## config.mk

```make
export PLATFORM = sky130hd
export DESIGN_NAME = fetch_unit
export DESIGN_NICKNAME = d
export VERILOG_FILES = /design/src/rtl/riscv_pkg.sv /design/src/rtl/instr_queue.sv /design/src/rtl/fetch_unit.sv
export SDC_FILE = /design/constraint.sdc
export NUM_CORES = 1
export LEC_CHECK = 0
export CAP_MARGIN = 20
export CORE_MARGIN = 8
export CORE_UTILIZATION = 57
export CTS_CLUSTER_SIZE = 14
export DETAILED_ROUTE_END_ITERATION = 10
export GPL_TIMING_DRIVEN = 0
export PLACE_DENSITY = 0.86
export RECOVER_POWER = 50
export SYNTH_ARGS = -nofsm -noshare
export SYNTH_HDL_FRONTEND = slang
export SYNTH_HIERARCHICAL = 1
export SYNTH_SLANG_ARGS = --single-unit
```

## constraint.sdc

```tcl
create_clock -name clk -period 4.9 [get_ports clk]
set_input_delay 0.735 -clock clk [delete_from_list [all_inputs] [get_ports clk]]
set_output_delay 0.735 -clock clk [all_outputs]
set_load 0.1 [all_outputs]
```

## src/rtl/riscv_pkg.sv

```systemverilog
// Shared RV32 definitions for the fetch/decode slice: widths, major opcodes,
// the canonical NOP encoding and the fetch state type.
package riscv_pkg;

  localparam int unsigned XLEN = 32;

  localparam logic [6:0] OP_R      = 7'b0110011;
  localparam logic [6:0] OP_I      = 7'b0010011;
  localparam logic [6:0] OP_LOAD   = 7'b0000011;
  localparam logic [6:0] OP_STORE  = 7'b0100011;
  localparam logic [6:0] OP_BRANCH = 7'b1100011;

  localparam logic [31:0] NOP = 32'h0000_0013;

  typedef enum logic {
    S_REQ,
    S_WAIT
  } fetch_state_t;

endpackage

```

## src/rtl/instr_queue.sv

```systemverilog
// Two-entry FIFO of fetched {instruction, pc}; entry 0 is always the head.
module instr_queue #(
  parameter int unsigned XLEN = 32
) (
  input  logic            clk,
  input  logic            rst,
  input  logic            push,
  input  logic            pop,
  input  logic            flush,
  input  logic [31:0]     push_instr,
  input  logic [XLEN-1:0] push_pc,
  output logic [31:0]     head_instr,
  output logic [XLEN-1:0] head_pc,
  output logic [1:0]      count
);

  logic [31:0]     instr_q0, instr_q1;
  logic [XLEN-1:0] pc_q0, pc_q1;
  logic            do_push, do_pop;

  assign do_pop  = pop && (count != 2'd0);
  assign do_push = push && ((count != 2'd2) || do_pop);

  assign head_instr = instr_q0;
  assign head_pc    = pc_q0;

  always_ff @(posedge clk) begin
    if (rst) begin
      count    <= '0;
      instr_q0 <= '0;
      instr_q1 <= '0;
      pc_q0    <= '0;
      pc_q1    <= '0;
    end else if (flush) begin
      count <= '0;
    end else begin
      case ({do_push, do_pop})
        2'b10: begin
          if (count == 2'd0) begin
            instr_q0 <= push_instr;
            pc_q0    <= push_pc;
          end else begin
            instr_q1 <= push_instr;
            pc_q1    <= push_pc;
          end
          count <= count + 2'd1;
        end
        2'b01: begin
          instr_q0 <= instr_q1;
          pc_q0    <= pc_q1;
          count    <= count - 2'd1;
        end
        2'b11: begin
          // Simultaneous pop and push: the new word lands behind whatever remains.
          if (count == 2'd1) begin
            instr_q0 <= push_instr;
            pc_q0    <= push_pc;
          end else begin
            instr_q0 <= instr_q1;
            pc_q0    <= pc_q1;
            instr_q1 <= push_instr;
            pc_q1    <= push_pc;
          end
        end
        default: ;
      endcase
    end
  end

endmodule

```

## src/rtl/fetch_unit.sv

```systemverilog
// Instruction fetch: PC, single-outstanding imem requests, 2-entry instruction
// buffer, and branch redirect with wrong-path response discard.
module fetch_unit
  import riscv_pkg::*;
#(
  parameter int unsigned     XLEN     = riscv_pkg::XLEN,
  parameter logic [XLEN-1:0] RESET_PC = '0
) (
  input  logic            clk,
  input  logic            rst,
  output logic            imem_req_valid,
  input  logic            imem_req_ready,
  output logic [XLEN-1:0] imem_req_addr,
  input  logic            imem_rsp_valid,
  input  logic [31:0]     imem_rsp_data,
  output logic            instr_valid,
  input  logic            instr_ready,
  output logic [31:0]     instr,
  output logic [XLEN-1:0] instr_pc,
  output logic [6:0]      opcode,
  output logic [2:0]      funct3,
  output logic [6:0]      funct7,
  input  logic            PCSrc,
  input  logic [XLEN-1:0] imm_ext
);

  fetch_state_t    state, state_nxt;
  logic [XLEN-1:0] fetch_pc, req_pc, target;
  logic            kill, redirect, accept, push, pop;
  logic [1:0]      count;

  assign pop      = instr_valid && instr_ready;
  assign redirect = pop && PCSrc;
  assign target   = (instr_pc + imm_ext) & ~XLEN'(3);
  assign accept   = imem_req_valid && imem_req_ready;

  assign imem_req_addr = fetch_pc;
  assign instr_valid   = (count != 2'd0);
  assign opcode        = instr[6:0];
  assign funct3        = instr[14:12];
  assign funct7        = instr[31:25];

  always_comb begin
    state_nxt      = state;
    imem_req_valid = 1'b0;
    push           = 1'b0;
    case (state)
      S_REQ: begin
        // Only issue when the queue can absorb the response without a stall.
        imem_req_valid = !rst && (count < 2'd2);
        if (imem_req_valid && imem_req_ready) state_nxt = S_WAIT;
      end
      S_WAIT: begin
        if (imem_rsp_valid) begin
          state_nxt = S_REQ;
          push      = !kill && !redirect;
        end
      end
      default: state_nxt = S_REQ;
    endcase
  end

  always_ff @(posedge clk) begin
    if (rst) begin
      state    <= S_REQ;
      fetch_pc <= RESET_PC;
      req_pc   <= '0;
      kill     <= 1'b0;
    end else begin
      state <= state_nxt;
      if (accept) begin
        req_pc   <= fetch_pc;
        fetch_pc <= fetch_pc + XLEN'(4);
      end
      if (redirect) fetch_pc <= target;
      // A response arriving this cycle is dropped directly, so nothing is left to kill.
      if (state == S_WAIT && imem_rsp_valid) kill <= 1'b0;
      else if (redirect && (state == S_WAIT || accept)) kill <= 1'b1;
    end
  end

  instr_queue #(
    .XLEN(XLEN)
  ) u_queue (
    .clk       (clk),
    .rst       (rst),
    .push      (push),
    .pop       (pop),
    .flush     (redirect),
    .push_instr(imem_rsp_data),
    .push_pc   (req_pc),
    .head_instr(instr),
    .head_pc   (instr_pc),
    .count     (count)
  );

endmodule
```

# ---- After elaboration in Yosys (flattened, before gate mapping)
# Cells that the tools add are included.
dict set report classes {
  add_sub_neg 4
  magnitude_cmp 1
  n_eq_ne 8
  muxes 21
  n_bitwise 2
  n_reduce_logical 25
}
# cell n
set op_table {}
lappend op_table {{32-bit 2-to-1 mux} 10}
lappend op_table {{32-bit case mux with 3 select lines} 2}
lappend op_table {{32-bit case mux with 2 select lines} 2}
lappend op_table {{32-bit by 3-bit adder with 32-bit output (second input constant)} 1}
lappend op_table {{32-bit adder} 1}
lappend op_table {{1-bit logical AND} 10}
lappend op_table {{2-bit nonzero test} 4}
lappend op_table {{2-bit inequality test (second input constant)} 3}
lappend op_table {{1-bit 2-to-1 mux} 5}
lappend op_table {{2-bit by 1-bit == test with 1-bit output (second input constant)} 2}
lappend op_table {{2-bit == test (second input constant)} 2}
lappend op_table {{2-bit case mux with 2 select lines} 1}
lappend op_table {{4-bit AND reduction} 1}
lappend op_table {{2-bit OR reduction} 2}
lappend op_table {{1-bit zero test} 3}
lappend op_table {{3-bit AND reduction} 1}
lappend op_table {{3-bit nonzero test} 1}
lappend op_table {{2-bit by 1-bit adder with 2-bit output (second input constant)} 1}
lappend op_table {{2-bit zero test} 1}
lappend op_table {{1-bit logical OR} 2}
lappend op_table {{2-bit < comparator (second input constant)} 1}
lappend op_table {{2-bit by 1-bit inequality test with 1-bit output (second input constant)} 1}
lappend op_table {{1-bit inverter} 2}
lappend op_table {{1-bit case mux with 2 select lines} 1}
lappend op_table {{2-bit by 1-bit subtractor with 2-bit output (second input constant)} 1}
dict set report totals {
  regBits 196
  in_bits 70
  output_inout_bits 115
}

# ---- Longest topological paths before layout
dict set report logic_depth {
  depth_word 11
  ltp_mapped 14
  depth_no_buf 9
}

# ---- By module
# Netlist, hierarchy kept.
# mod n_inst cells_each area_each_um2 seq_area_each_um2
set modules_own_cells {}
lappend modules_own_cells {instr_queue 1 658 5161.2 2602.5}
lappend modules_own_cells {fetch_unit 1 577 4519.3 1241.2}

# ---- Worst setup path after synthesis
# Ideal clock, no wire load.
dict set report synth_timing {
  kind {input to register}
  from {input rst}
  to {register req_pc[22]}
  setup_time_ns 0.132
  arrival_time_ns 3.618
  t_required_ns 4.768
  path_slack_ns 1.150
  path_stages 5
  path_buffers 1
  cell_sequence {nor3_1 -> nand2_1 -> clkbuf_1 -> nand2_1 -> a21oi_1}
}
dict set report synth_between {
  elab_chain_len 4
}
# element line
set synth_rtl {}
lappend synth_rtl {{start, declared} fetch_unit.sv:10} ;# input logic rst,
lappend synth_rtl {{1-bit zero test} fetch_unit.sv:50} ;# imem_req_valid = !rst && (count < 2'd2);
lappend synth_rtl {{1-bit logical AND} fetch_unit.sv:50}
lappend synth_rtl {{1-bit 2-to-1 mux} fetch_unit.sv:47} ;# case (state)
lappend synth_rtl {{1-bit logical AND} fetch_unit.sv:35} ;# assign accept = imem_req_valid && imem_req_ready;
lappend synth_rtl {{end signal, assigned} fetch_unit.sv:72} ;# req_pc <= fetch_pc;
lappend synth_rtl {{end, declared} fetch_unit.sv:28} ;# logic [XLEN-1:0] fetch_pc, req_pc, target;
# Parallel ways exist; a longest one is shown, timed or not.
# A chain may end at the register's enable or synchronous reset.

# ---- Final worst setup path
dict set report layout_timing {
  from {input instr_ready}
  to {register u_queue.instr_q1[28]}
}
dict set report layout_between {
  elab_chain_len 10
}
# element line
set layout_rtl {}
lappend layout_rtl {{start, declared} fetch_unit.sv:17} ;# input logic instr_ready,
lappend layout_rtl {{1-bit logical AND (*)} fetch_unit.sv:32} ;# assign pop = instr_valid && instr_ready;
lappend layout_rtl {{net pop} fetch_unit.sv:29} ;# logic kill, redirect, accept, push, pop;
lappend layout_rtl {{1-bit logical AND (*)} fetch_unit.sv:33} ;# assign redirect = pop && PCSrc;
lappend layout_rtl {{net redirect} fetch_unit.sv:29}
lappend layout_rtl {{1-bit zero test (*)} fetch_unit.sv:56} ;# push = !kill && !redirect;
lappend layout_rtl {{1-bit logical AND (*)} fetch_unit.sv:56}
lappend layout_rtl {{1-bit 2-to-1 mux (*)} fetch_unit.sv:54} ;# if (imem_rsp_valid) begin
lappend layout_rtl {{1-bit 2-to-1 mux (*)} fetch_unit.sv:47}
lappend layout_rtl {{net push} fetch_unit.sv:29}
lappend layout_rtl {{1-bit logical AND (*)} instr_queue.sv:22} ;# assign do_push = push && ((count != 2'd2) || do_pop);
lappend layout_rtl {{2-bit == test} instr_queue.sv:37} ;# case ({do_push, do_pop})
lappend layout_rtl {{2-bit inequality test (no line) or 2-bit nonzero test (tied branches)} n/a}
lappend layout_rtl {{4-bit AND reduction (no line)} n/a}
lappend layout_rtl {{end signal, assigned} instr_queue.sv:43} ;# instr_q1 <= push_instr;
lappend layout_rtl {{end signal, assigned} instr_queue.sv:61} ;# instr_q1 <= push_instr;
lappend layout_rtl {{end, declared} instr_queue.sv:17} ;# logic [31:0] instr_q0, instr_q1;
# Mark *: on every way through the listed nets, which the timed path passes. The rest lies on a longest branch.

==> results.yml <==
clock_tree:
  cts_hold_repair.buffers: 0
  clkSlewWorstSetupHoldPaths_ps: 70
  tritoncts.num_buffers: 17
  clockBufferDepth: 2
  cts_tree: "yes"
  cts-htree-levels: 4
  postCtsSetupRepairBufs: 0
  worstSkewPairLatency_ps: 440
  cts.sink_count: 192
  clock-root-buffer: "sky130_fd_sc_hd__clkbuf_16"
  cts-resized-gates: 0
power_and_ir_drop:
  power_frac_comb_pct: 22.0
  seq_power_share_pct: 42.0
  total_leakage_power_nw: 4.72
  power.share.clock_pct: 36.0
  peakVddDrop_v: 0.000261
  switching_share_pct: 32.0
  p_int_mw: 2.68
  power_per_cell_area_mw_per_mm2: 319
  post-layout-total-power_mw: 3.95
  power_switching_mw: 1.26
drt:
  totalWireLength_microns: 29600
  drc_errors: 0
  drt-initial-drc-count: 806
  route.antenna.remaining_nets: 0
  firstDrtPassIters: 5
  routed_wire_length_per_instance_microns: 17.7
  route.detailed.vias_per_inst: 5.81
  num_vias: 9732
synth:
  yosys_warnings: 6
  yosys_register_bits: 192
  dominantRegCellSynth: "sky130_fd_sc_hd__dfxtp_1"
  netlist_instances: 1235
  synth-xor-area-share_pct: 4.61
  share_of_synthesized_area_occupied_by_flip_flops_and_latches_pct: 39.7
  synth_top_family_by_area: "simple AND/OR/NAND/NOR gates"
  async_reset_ff_share_pct: 0
  synthesis.area_sq_mm: 0.00968
  syn_avg_cell_area_sq_um: 7.84
  post_synth_mux_area_share_pct: 0.207
  synthDistinctLibCells: 72
  commonest_cells_in_the_netlist: "sky130_fd_sc_hd__nand2_1, sky130_fd_sc_hd__dfxtp_1, sky130_fd_sc_hd__a21oi_1, sky130_fd_sc_hd__nor2_1, sky130_fd_sc_hd__a311oi_1"
  post-synth-top-count-cell: "sky130_fd_sc_hd__nand2_1"
  synth-adder-area-share_pct: 4.39
  synth.top_cell.area_share_pct: 39.7
  synth_compound_gate_area_share_pct: 20.8
  synth_simple_gate_area_share_pct: 24.1
  synthTopCellsByArea: "sky130_fd_sc_hd__dfxtp_1, sky130_fd_sc_hd__nand2_1, sky130_fd_sc_hd__a21oi_1, sky130_fd_sc_hd__a311oi_1, sky130_fd_sc_hd__ha_1"
  synth_edf_count: 0
  synth_largest_area_cell: "sky130_fd_sc_hd__dfxtp_1"
job:
  cap_viol_max_count: 0
timing:
  achievable-frequency_ghz: 0.229
  timing.setup.tns_ps: 0
  report.final.hold_viol_count: 0
  worst_clock_skew_ps: 10.5
  holdWs_ps: 455
  unrepaired_setup_endpoints_after_global_routing: "false"
  timing.final.crit_share_pct: 89.0
  slew_viol_final: 0
  period_needed_ps: 4360
  setup-violations-final: 0
  layout_setup_ws_ps: 538
  timing.max_slew.rel_slack_pct: 29.5
  least_margin_pin_slew_ps: 1050
global_routing:
  grt_antenna_before_repair: 0
  first_global_vias: 9342
  grtUsageTotal_pct: 27.2
  global_route_wire_length_before_repair_microns: 47500
  largest_net_degree_at_the_start_of_global_routing: 17
  grt.overflow.total: 0
critical_path:
  timing.critical_path.to_type: "register"
  maximum_fanout_along_the_worst_path: 13
  timing.rr.end: "u_queue/instr_q1[28]"
  setup_slack_reg_to_reg_ps: 640
  type_of_the_setup_path_with_the_least_slack: "in -> reg"
  timing.critical_path.mode_cell: "sky130_fd_sc_hd__clkbuf_1"
  worst_ep_required_time_ps: 5260
  crit_buf_inv: 6
  timing.critical_path.slowest_stage_cell: "sky130_fd_sc_hd__clkbuf_1"
  crit_arrival_ps: 4720
  crit_path_start_kind: "input port"
  beginning_of_the_worst_register_to_register_path: "u_queue/count[1]"
  worst_path_dominant_cell_family: "buffers and inverters"
  cp_cell_sequence: "clkdlybuf4s50_1 -> and2_0 -> nand2_1 -> inv_1 -> clkbuf_1 -> clkbuf_1 -> nor3_1 -> buf_2 -> nand3_1 -> clkbuf_1 -> nand2_1 -> a21oi_1"
  path_depth_of_the_worst_reg2reg_path: 12
  path_depth: 12
  crit_path_max_incr_delay_ps: 620
placement:
  pre_cts_slack_ps: 513
  place_congestion: 0.924
  dpl.cell_count: 1642
  io_buffers: 182
  dpl.hpwl_microns: 22400
floorplan:
  dieHeight_microns: 146
  core_sq_mm: 0.0166
  design.portCount: 185
  initial_utilization_pct: 58.4
  core.rowCount: 47
  floorplan.die.width_microns: 146
  overall_die_area_sq_mm: 0.0214
finish:
  antenna_cells_inserted: 0
  finish.net_count: 1545
  finalNonFillerCells: 1674
  filler_cell_count: 1245
  syn_to_final_growth_pct: 27.9
  drive_gt1_share_pct: 7.02
worst_hold_path:
  hold_path_startpoint: "u_queue/pc_q1[27]"
  min_path_type: "reg -> reg"
  min_delay_path_depth: 2
  hold_end: "u_queue/pc_q1[27]"
run_status:
  status: "complete, no violations"
-- flip-flops by register name, summed over array words and instances, names as in the netlist --
signal,flops
u_queue/head_pc,32
kill,1
req_pc,30
state,1
u_queue/count,2
u_queue/instr_q1,32
u_queue/pc_q1,32
u_queue/head_instr,32
imem_req_addr,30
-- worst reg2reg max path: stages, from the launching register on --
cell	delay, ps
sky130_fd_sc_hd__dfxtp_1	470
sky130_fd_sc_hd__or2_2	180
sky130_fd_sc_hd__and2_0	410
sky130_fd_sc_hd__nand2_1	370
sky130_fd_sc_hd__inv_1	210
sky130_fd_sc_hd__clkbuf_1	400
sky130_fd_sc_hd__clkbuf_1	630
sky130_fd_sc_hd__nor3_1	160
sky130_fd_sc_hd__buf_2	230
sky130_fd_sc_hd__nand3_1	370
sky130_fd_sc_hd__clkbuf_1	450
sky130_fd_sc_hd__nand2_1	140
sky130_fd_sc_hd__a21oi_1	170
-- per-stage QoR --
| stage | util (%) | instance area (sq um) |
|---|---|---|
| final | 74.7 | 12400 |
| after global routing | 74.7 | 12400 |
| after CTS | 74.8 | 12400 |
| after detailed placement | 71.1 | 11800 |
| after global placement | 71.1 | 11800 |
| after floorplan | - | 9700 |
-- power by group through the flow --
stage | Clock, mW | Sequential [mW] | Combinational [mW]
4_1_cts | 1.43 | 1.66 | 0.883
5_1_grt | 1.50 | 1.66 | 0.916
3_3_place_gp | 0 | 1.69 | 0.867
2_1_floorplan | 0 | 1.95 | 0.364
3_5_place_dp | 0 | 1.69 | 0.876
6_report | 1.42 | 1.66 | 0.868
-- placed cells by master (no fill, tap or decap), types with 7 or more instances in the layout --
cell	n
sky130_fd_sc_hd__nand2_1	355
sky130_fd_sc_hd__buf_4	23
sky130_fd_sc_hd__a311oi_1	67
sky130_fd_sc_hd__buf_1	7
sky130_fd_sc_hd__nand3_1	18
sky130_fd_sc_hd__clkbuf_16	17
sky130_fd_sc_hd__a211oi_1	20
sky130_fd_sc_hd__xor2_1	18
sky130_fd_sc_hd__ha_1	34
sky130_fd_sc_hd__buf_2	18
sky130_fd_sc_hd__dfxtp_1	192
sky130_fd_sc_hd__clkdlybuf4s50_1	73
sky130_fd_sc_hd__a21oi_1	128
sky130_fd_sc_hd__dlygate4sd3_1	109
sky130_fd_sc_hd__nand4_1	11
sky130_fd_sc_hd__xnor2_1	33
sky130_fd_sc_hd__nor3_1	11
sky130_fd_sc_hd__clkbuf_8	7
sky130_fd_sc_hd__inv_1	13
sky130_fd_sc_hd__nor2_1	104
sky130_fd_sc_hd__o211ai_1	8
sky130_fd_sc_hd__clkbuf_1	41
sky130_fd_sc_hd__a21o_1	12
sky130_fd_sc_hd__and3_1	8
sky130_fd_sc_hd__buf_6	8
sky130_fd_sc_hd__o21ai_0	14
-- cell families after synthesis --
group / after synthesis
simple gates: 550
compound gates: 294
flops: 192
buf+inv: 111
xor+xnor: 51
fa+ha+maj: 34
mux: 2
other cells: 1
-- area by class of cell --
class	instances	area (sq um)	share of cell area, %
Multi-Input combinational cell	937	5240	42.3
Sequential cell	192	3840	31.0
Timing Repair Buffer	182	1820	14.7
Buffer	98	547	4.42
Clock buffer	23	508	4.10
Tap cell	220	275	2.22
Clock inverter	9	104	0.839
Inverter	13	48.8	0.394
-- worst max path at each step --
| stage | start | endpoint |
|---|---|---|
| after floorplan | rst | req_pc[22] |
| after global placement | instr_ready | u_queue/instr_q1[7] |
| after detailed placement | instr_ready | u_queue/instr_q1[28] |
| after CTS | instr_ready | u_queue/instr_q1[28] |
| after global routing | instr_ready | u_queue/pc_q1[30] |
| final | instr_ready | u_queue/instr_q1[28] |
-- metal layers --
metal,global-route usage [%],routed length [microns],up-vias
li1,-,-,4698
met1,33.7,12500,4553
met2,44.7,13900,426
met3,6.33,2550,55
met4,10.8,695,0
met5,0,0,-
No activity file was read; power rests on OpenSTA's default activity.
